--- config.mk ---
export PLATFORM = sky130hd
export DESIGN_NAME = spi_master_arbiter
export DESIGN_NICKNAME = d
export VERILOG_FILES = /design/src/rtl/spi_arb_pkg.sv /design/src/rtl/spi_rr_picker.sv /design/src/rtl/spi_master_arbiter.sv
export SDC_FILE = /design/constraint.sdc
export NUM_CORES = 1
export LEC_CHECK = 0
export CORE_MARGIN = 2
export CORE_UTILIZATION = 41
export DETAILED_ROUTE_END_ITERATION = 8
export PLACE_DENSITY = 0.82
export SLEW_MARGIN = 30
export SYNTH_ARGS = -nofsm -noshare
export SYNTH_HDL_FRONTEND = slang
export SYNTH_SLANG_ARGS = --single-unit
--- constraint.sdc ---
create_clock -name clk_i -period 2.25 [get_ports clk_i]
set_clock_uncertainty 0.2 [all_clocks]
set_input_delay 0.225 -clock clk_i [delete_from_list [all_inputs] [get_ports clk_i]]
set_output_delay 0.225 -clock clk_i [all_outputs]
set_load 0.02 [all_outputs]
--- src/rtl/spi_arb_pkg.sv ---
// Shared types and constants for the SPI master arbiter: FSM state encoding,
// default sizing and a constant-evaluable ceil(log2) helper.
package spi_arb_pkg;

  typedef enum logic [1:0] {
    ST_IDLE      = 2'd0,
    ST_WAIT_BUSY = 2'd1,
    ST_XFER      = 2'd2,
    ST_DONE      = 2'd3
  } arb_state_e;

  localparam int DEFAULT_DW      = 8;
  localparam int DEFAULT_NREQ    = 4;
  localparam int DEFAULT_TIMEOUT = 1024;

  function automatic int clog2(input int value);
    int res;
    res = 0;
    for (int v = value - 1; v > 0; v = v >> 1) res++;
    return res;
  endfunction

endpackage

--- src/rtl/spi_rr_picker.sv ---
// Combinational round-robin picker: searches req starting one past 'last',
// wrapping modulo NREQ, and reports the winner one-hot, as an index and via 'any'.
module spi_rr_picker
  import spi_arb_pkg::*;
#(
  parameter int NREQ = DEFAULT_NREQ,
  parameter int IW   = (NREQ > 1) ? clog2(NREQ) : 1
) (
  input  logic [NREQ-1:0] req,
  input  logic [IW-1:0]   last,
  output logic [NREQ-1:0] sel,
  output logic [IW-1:0]   idx,
  output logic            any
);

  // Offset k = NREQ lands back on 'last' itself, so it is searched last.
  always_comb begin
    sel = '0;
    idx = '0;
    any = 1'b0;
    for (int k = 1; k <= NREQ; k++) begin
      if (!any && req[(int'(last) + k) % NREQ]) begin
        any = 1'b1;
        idx = IW'((int'(last) + k) % NREQ);
      end
    end
    if (any) sel[idx] = 1'b1;
  end

endmodule

--- src/rtl/spi_master_arbiter.sv ---
// Round-robin arbiter/sequencer sharing one SPI master driver between NREQ requesters.
// Optional watchdog enabled by defining SPI_ARB_TIMEOUT_EN.
module spi_master_arbiter
  import spi_arb_pkg::*;
#(
  parameter int NREQ    = DEFAULT_NREQ,
  parameter int DW      = DEFAULT_DW,
  parameter int TIMEOUT = DEFAULT_TIMEOUT
) (
  input  logic               clk_i,
  input  logic               rst_i,
  input  logic [NREQ-1:0]    req_i,
  input  logic [NREQ*DW-1:0] req_data_bi,
  output logic [NREQ-1:0]    gnt_o,
  output logic [NREQ-1:0]    done_o,
  output logic [DW-1:0]      rsp_data_bo,
  output logic               err_o,
  output logic               arb_busy_o,
  output logic               m_start_o,
  output logic [DW-1:0]      m_data_bo,
  input  logic               m_busy_i,
  input  logic [DW-1:0]      m_data_bi
);

  localparam int IW = (NREQ > 1) ? clog2(NREQ) : 1;

  // Handshake: a requester holds req_i high until it sees its one-cycle gnt_o
  // pulse (data latched at that edge); done_o is a one-cycle pulse with
  // rsp_data_bo/err_o valid alongside. Requests are only sampled in IDLE.
  arb_state_e      state_q, state_d;
  logic [IW-1:0]   last_q, last_d;
  logic [IW-1:0]   idx_q, idx_d;
  logic [NREQ-1:0] gnt_q, gnt_d;
  logic [NREQ-1:0] done_q, done_d;
  logic            start_q, start_d;
  logic [DW-1:0]   m_data_q, m_data_d;
  logic [DW-1:0]   rsp_q, rsp_d;

  logic [NREQ-1:0] pick_sel;
  logic [IW-1:0]   pick_idx;
  logic            pick_any;

  spi_rr_picker #(
    .NREQ (NREQ),
    .IW   (IW)
  ) u_picker (
    .req  (req_i),
    .last (last_q),
    .sel  (pick_sel),
    .idx  (pick_idx),
    .any  (pick_any)
  );

`ifdef SPI_ARB_TIMEOUT_EN
  localparam int CW = (TIMEOUT > 1) ? clog2(TIMEOUT) : 1;
  logic [CW-1:0] cnt_q, cnt_d;
  logic          err_q, err_d;
  logic          timeout_hit;

  assign timeout_hit = (cnt_q == CW'(TIMEOUT - 1));
  assign err_o       = err_q;

  always_ff @(posedge clk_i or negedge rst_i) begin
    if (!rst_i) begin
      cnt_q <= '0;
      err_q <= 1'b0;
    end else begin
      cnt_q <= cnt_d;
      err_q <= err_d;
    end
  end
`else
  assign err_o = 1'b0;
`endif

  always_comb begin
    state_d  = state_q;
    last_d   = last_q;
    idx_d    = idx_q;
    gnt_d    = '0;
    done_d   = '0;
    start_d  = 1'b0;
    m_data_d = m_data_q;
    rsp_d    = rsp_q;
`ifdef SPI_ARB_TIMEOUT_EN
    cnt_d    = cnt_q;
    err_d    = 1'b0;
`endif
    case (state_q)
      ST_IDLE: begin
        if (pick_any) begin
          state_d  = ST_WAIT_BUSY;
          gnt_d    = pick_sel;
          start_d  = 1'b1;
          m_data_d = req_data_bi[int'(pick_idx)*DW +: DW];
          idx_d    = pick_idx;
          last_d   = pick_idx;
`ifdef SPI_ARB_TIMEOUT_EN
          cnt_d    = '0;
`endif
        end
      end
      ST_WAIT_BUSY: begin
        if (m_busy_i) begin
          state_d = ST_XFER;
        end
`ifdef SPI_ARB_TIMEOUT_EN
        else if (timeout_hit) begin
          state_d       = ST_DONE;
          rsp_d         = '0;
          done_d[idx_q] = 1'b1;
          err_d         = 1'b1;
        end
        cnt_d = cnt_q + CW'(1);
`endif
      end
      ST_XFER: begin
        if (!m_busy_i) begin
          state_d       = ST_DONE;
          rsp_d         = m_data_bi;
          done_d[idx_q] = 1'b1;
        end
`ifdef SPI_ARB_TIMEOUT_EN
        else if (timeout_hit) begin
          state_d       = ST_DONE;
          rsp_d         = '0;
          done_d[idx_q] = 1'b1;
          err_d         = 1'b1;
        end
        cnt_d = cnt_q + CW'(1);
`endif
      end
      ST_DONE: state_d = ST_IDLE;
      default: state_d = ST_IDLE;
    endcase
  end

  // last resets to NREQ-1 so requester 0 has first priority out of reset.
  always_ff @(posedge clk_i or negedge rst_i) begin
    if (!rst_i) begin
      state_q  <= ST_IDLE;
      last_q   <= IW'(NREQ - 1);
      idx_q    <= '0;
      gnt_q    <= '0;
      done_q   <= '0;
      start_q  <= 1'b0;
      m_data_q <= '0;
      rsp_q    <= '0;
    end else begin
      state_q  <= state_d;
      last_q   <= last_d;
      idx_q    <= idx_d;
      gnt_q    <= gnt_d;
      done_q   <= done_d;
      start_q  <= start_d;
      m_data_q <= m_data_d;
      rsp_q    <= rsp_d;
    end
  end

  assign gnt_o       = gnt_q;
  assign done_o      = done_q;
  assign m_start_o   = start_q;
  assign m_data_bo   = m_data_q;
  assign rsp_data_bo = rsp_q;
  assign arb_busy_o  = (state_q != ST_IDLE);

endmodule
==> summary.txt <==
Setup path
  • Crit-path max cell delay: 530 ps
  • Crit path cell chain: clkdlybuf4s50_1 > o21ai_0 > o21ai_0 > a2111o_1 > a211oi_1 > a211oi_1
  • Data arrival time of the critical path: 2090 ps
  • Kind of capture point of the worst setup path: flip-flop
  • Data required time at the worst endpoint: 2200 ps
  • Peak fanout along the critical path: 9
  • Worst setup SP type: primary input
  • Kind of critical path: in -> reg
  • Worst Reg-to-Reg Cells: 5
  • Library cell contributing the largest single delay on the critical path: sky130_fd_sc_hd__a2111o_1

Synthesis
  • Combinational family with the most area after synthesis: compound AO/OA/AOI/OAI gates
  • Post-Synthesis Mean Instance Area: 11.35 sq um
  • XOR/XNOR share of the synthesized area: 0
  • Simple-gate share of the synthesized area: 0.1022
  • Seq/Total Area, Yosys: 0.4968
  • #FFs+latches synth: 31
  • Gate count after technology mapping: 138
  • Compound-gate portion of the synthesized area: 0.1933
  • Post-synth design cell area: 1567 sq um
  • Synthesized Nets: 188
  • Multiplexer share of the synthesized area: 0.1214
  • Number of warnings reported in the yosys synthesis log: 0
  • Adder-cell share of the synthesized area: 0.02396
  • Synth unique cells: 34

Hold path
  • Worst hold path type: in -> async

Detailed routing
  • Initial DRC count: 59
  • Average via count per standard cell: 5.197
  • Detailed-route wire length per cell: 14.22 um
  • Final routed DRC violation total: 0
  • Total routed wirelength: 3826 um
  • Total via count after detailed routing: 1,398
  • Number of iterations in the first detailed-routing pass: 4
  • Total length of routed met2 wires: 1826 um
  • Metal-1 WL: 1522 um
  • Routed length on met3: 397 um
  • Antenna Nets Post-Route: 0
  • Top layer used by detailed routing: met4

STA
  • Fraction of the cycle the final worst path needs: 0.9503
  • Fmax achieved: 0.4677 GHz
  • Final worst setup slack: 111.8 ps
  • Setup TNS: 0 ps
  • Smallest hold slack: 50.89 ps
  • Post-route minimum period: 2138 ps
  • Final max-slew violation count: 0
  • Final setup violating endpoints: 0
  • Final hold viol count: 0
  • RSZ-0062 raised after global routing: false

Floorplanning
  • Width of the die: 65.81 um
  • IO Count: 74
  • Number of core rows: 22
  • Die area: 4331 sq um
  • Die Y-Extent: 65.81 um
  • Core area: 3661 sq um
  • Starting density of the core: 0.4279

Finish
  • Proportion of layout cells with a drive suffix above 1: 0.1448
  • Diodes inserted: 0
  • Top library cells by usage in the layout, fill and taps aside: 72 x sky130_fd_sc_hd__clkdlybuf4s50_1, 29 x sky130_fd_sc_hd__dfrtp_1, 17 x sky130_fd_sc_hd__a211oi_1
  • Area grow syn2layout: 55.83%
  • Core utilization of the finished layout: 0.6668
  • NumNets Final: 270
  • Layout fillers: 264
  • Most frequent standard cell in the layout excluding fill and tap cells: sky130_fd_sc_hd__clkdlybuf4s50_1

Power and ir drop
  • Leakage dissipation: 1.055 nW
  • Worst vdd ir: 0.0004599 V
  • Total power of the final layout: 2.938 mW
  • Power density over the cells: 1203 nW/um^2

Clock network
  • Inserted Clock Buffers: 5
  • Root buf cell: sky130_fd_sc_hd__clkbuf_8
  • CTS Hold Bufs: 0
  • Total number of H-tree levels: 2
  • Maximum count of clock buffers along a single path: 2
  • CTS sink cnt: 31
  • Worst-path clk slew: 60 ps
  • Count of buffers added by post-CTS timing repair for setup: 0
  • Clock latency reported for the late side of the worst-skew pair: 270 ps
  • TritonCTS clock tree: yes

GRT
  • Antenna violations before repair: 0
  • Total gr overflow: 0
  • Maximum number of pins on one net before global-route repair: 17
  • Overall Global Routing Usage: 0.1934
  • Number of global-route vias before repair: 1,372
  • Global-route wire length before repair: 6292 um

Placement
  • Placer's final routability congestion estimate: 0.8351
  • Port buffer count: 72
  • Detailed placement HPWL: 3104 um
  • Dpl ws: -124.9 ps

Status
  • Run status: completed

Flow run
  • Max_cap viols: 0
[state kept, by name (all words and copies together), names as in the netlist]
register and cells:
rsp_data_bo 8, last_q 2, done_o 4, m_start_o 1, gnt_o 4, state_q 2, m_data_bo 8, idx_q 2
[final timing paths]
kind / startpoint / endpoint / slack [ps]
worst min register to register: idx_q[1] / done_o[0] / 290
max in group asynchronous: rst_i / rsp_data_bo[2] / 1280
worst min-delay path: rst_i / state_q[0] / 50
worst max-delay path: req_i[0] / m_data_bo[4] / 110
min in group clk_i: idx_q[1] / done_o[0] / 290
worst max register to register: last_q[1] / m_data_bo[1] / 240
[layer usage]
| metal | vias to the layer above | track usage |
|---|---|---|
| li1 | 657 | - |
| met3 | 11 | 0.07325 |
| met4 | 0 | 0.07552 |
| met2 | 89 | 0.3321 |
| met1 | 641 | 0.2155 |
| met5 | - | 0 |
[cell type report]
class	instances	area [sq um]	area share
flip-flops and latches	31	778.2	0.3188
clock buffers	5	68.82	0.02819
clock inverters	3	15.01	0.006151
well taps	48	60.06	0.02460
repair buffers	82	795.8	0.3260
multi-input cells	94	700.7	0.2870
inverters	6	22.52	0.009226
[synthesized netlist by cell type]
cell type                  instances  area share
sky130_fd_sc_hd__a21oi_1           1      0.0032
sky130_fd_sc_hd__ha_1              3       0.024
sky130_fd_sc_hd__nor4_1            1      0.0040
sky130_fd_sc_hd__buf_6             1      0.0072
sky130_fd_sc_hd__o21a_1            2      0.0096
sky130_fd_sc_hd__and3b_1           1      0.0056
sky130_fd_sc_hd__nand2_1           8       0.019
sky130_fd_sc_hd__o32a_1            1      0.0064
sky130_fd_sc_hd__o22a_2            1      0.0064
sky130_fd_sc_hd__inv_1             6       0.014
sky130_fd_sc_hd__nor3b_1           1      0.0048
sky130_fd_sc_hd__nand2b_1          2      0.0080
sky130_fd_sc_hd__nor3_1            1      0.0032
sky130_fd_sc_hd__and2_4            1      0.0056
sky130_fd_sc_hd__mux2_2            8       0.058
sky130_fd_sc_hd__and2b_1           1      0.0048
sky130_fd_sc_hd__mux2i_1          10       0.064
sky130_fd_sc_hd__nor2b_1           2      0.0080
sky130_fd_sc_hd__dfrtp_1          29        0.46
sky130_fd_sc_hd__buf_2             1      0.0032
sky130_fd_sc_hd__a21boi_0          8       0.038
sky130_fd_sc_hd__buf_12            2       0.026
sky130_fd_sc_hd__dfstp_2           2       0.034
sky130_fd_sc_hd__o21bai_4          1       0.012
sky130_fd_sc_hd__a221oi_1          2       0.011
sky130_fd_sc_hd__nor2_1           13       0.031
sky130_fd_sc_hd__conb_1            1      0.0024
sky130_fd_sc_hd__clkbuf_1          2      0.0048
sky130_fd_sc_hd__a211oi_1         17       0.081
sky130_fd_sc_hd__a21boi_1          1      0.0048
sky130_fd_sc_hd__and3_1            2      0.0080
sky130_fd_sc_hd__o21ai_0           4       0.013
sky130_fd_sc_hd__a2111o_1          1      0.0072
sky130_fd_sc_hd__buf_4             1      0.0048
[logic make-up after synthesis]
logic type                 Yosys count
buffers and inverters               13
other                                1
adders and majority gates            3
DFF                                 31
and+or+nand+nor                     33
muxes                               18
AOI/OAI and AO/OA                   39
[power by group]
group | switching, mW | total, mW | internal, mW
Clock | 0.193 | 0.404 | 0.211
Sequential | 0.159 | 0.973 | 0.814
Combinational | 0.779 | 1.56 | 0.781
Total | 1.13 | 2.94 | 1.81
[timing repair]
item	4_1_cts	5_1_grt
endpoints found under the hold margin	0	0
gates resized for setup	0	1
setup endpoints to repair	0	1
[metrics by stage]
| stage | area (sq um) | std cells |
|---|---|---|
| after detailed placement | 2351 | 261 |
| after CTS | 2435 | 269 |
| after floorplan | 1567 | 138 |
| after global placement | 2351 | 261 |
| after global routing | 2441 | 269 |
| final | 2441 | 269 |
[worst max-delay path, delay by kind of cell]
family | cells | cell delay, ps
buffers and inverters | 1 | 520
AO/OA/AOI/OAI | 5 | 1340
No activity file was read; power rests on OpenSTA's default activity.
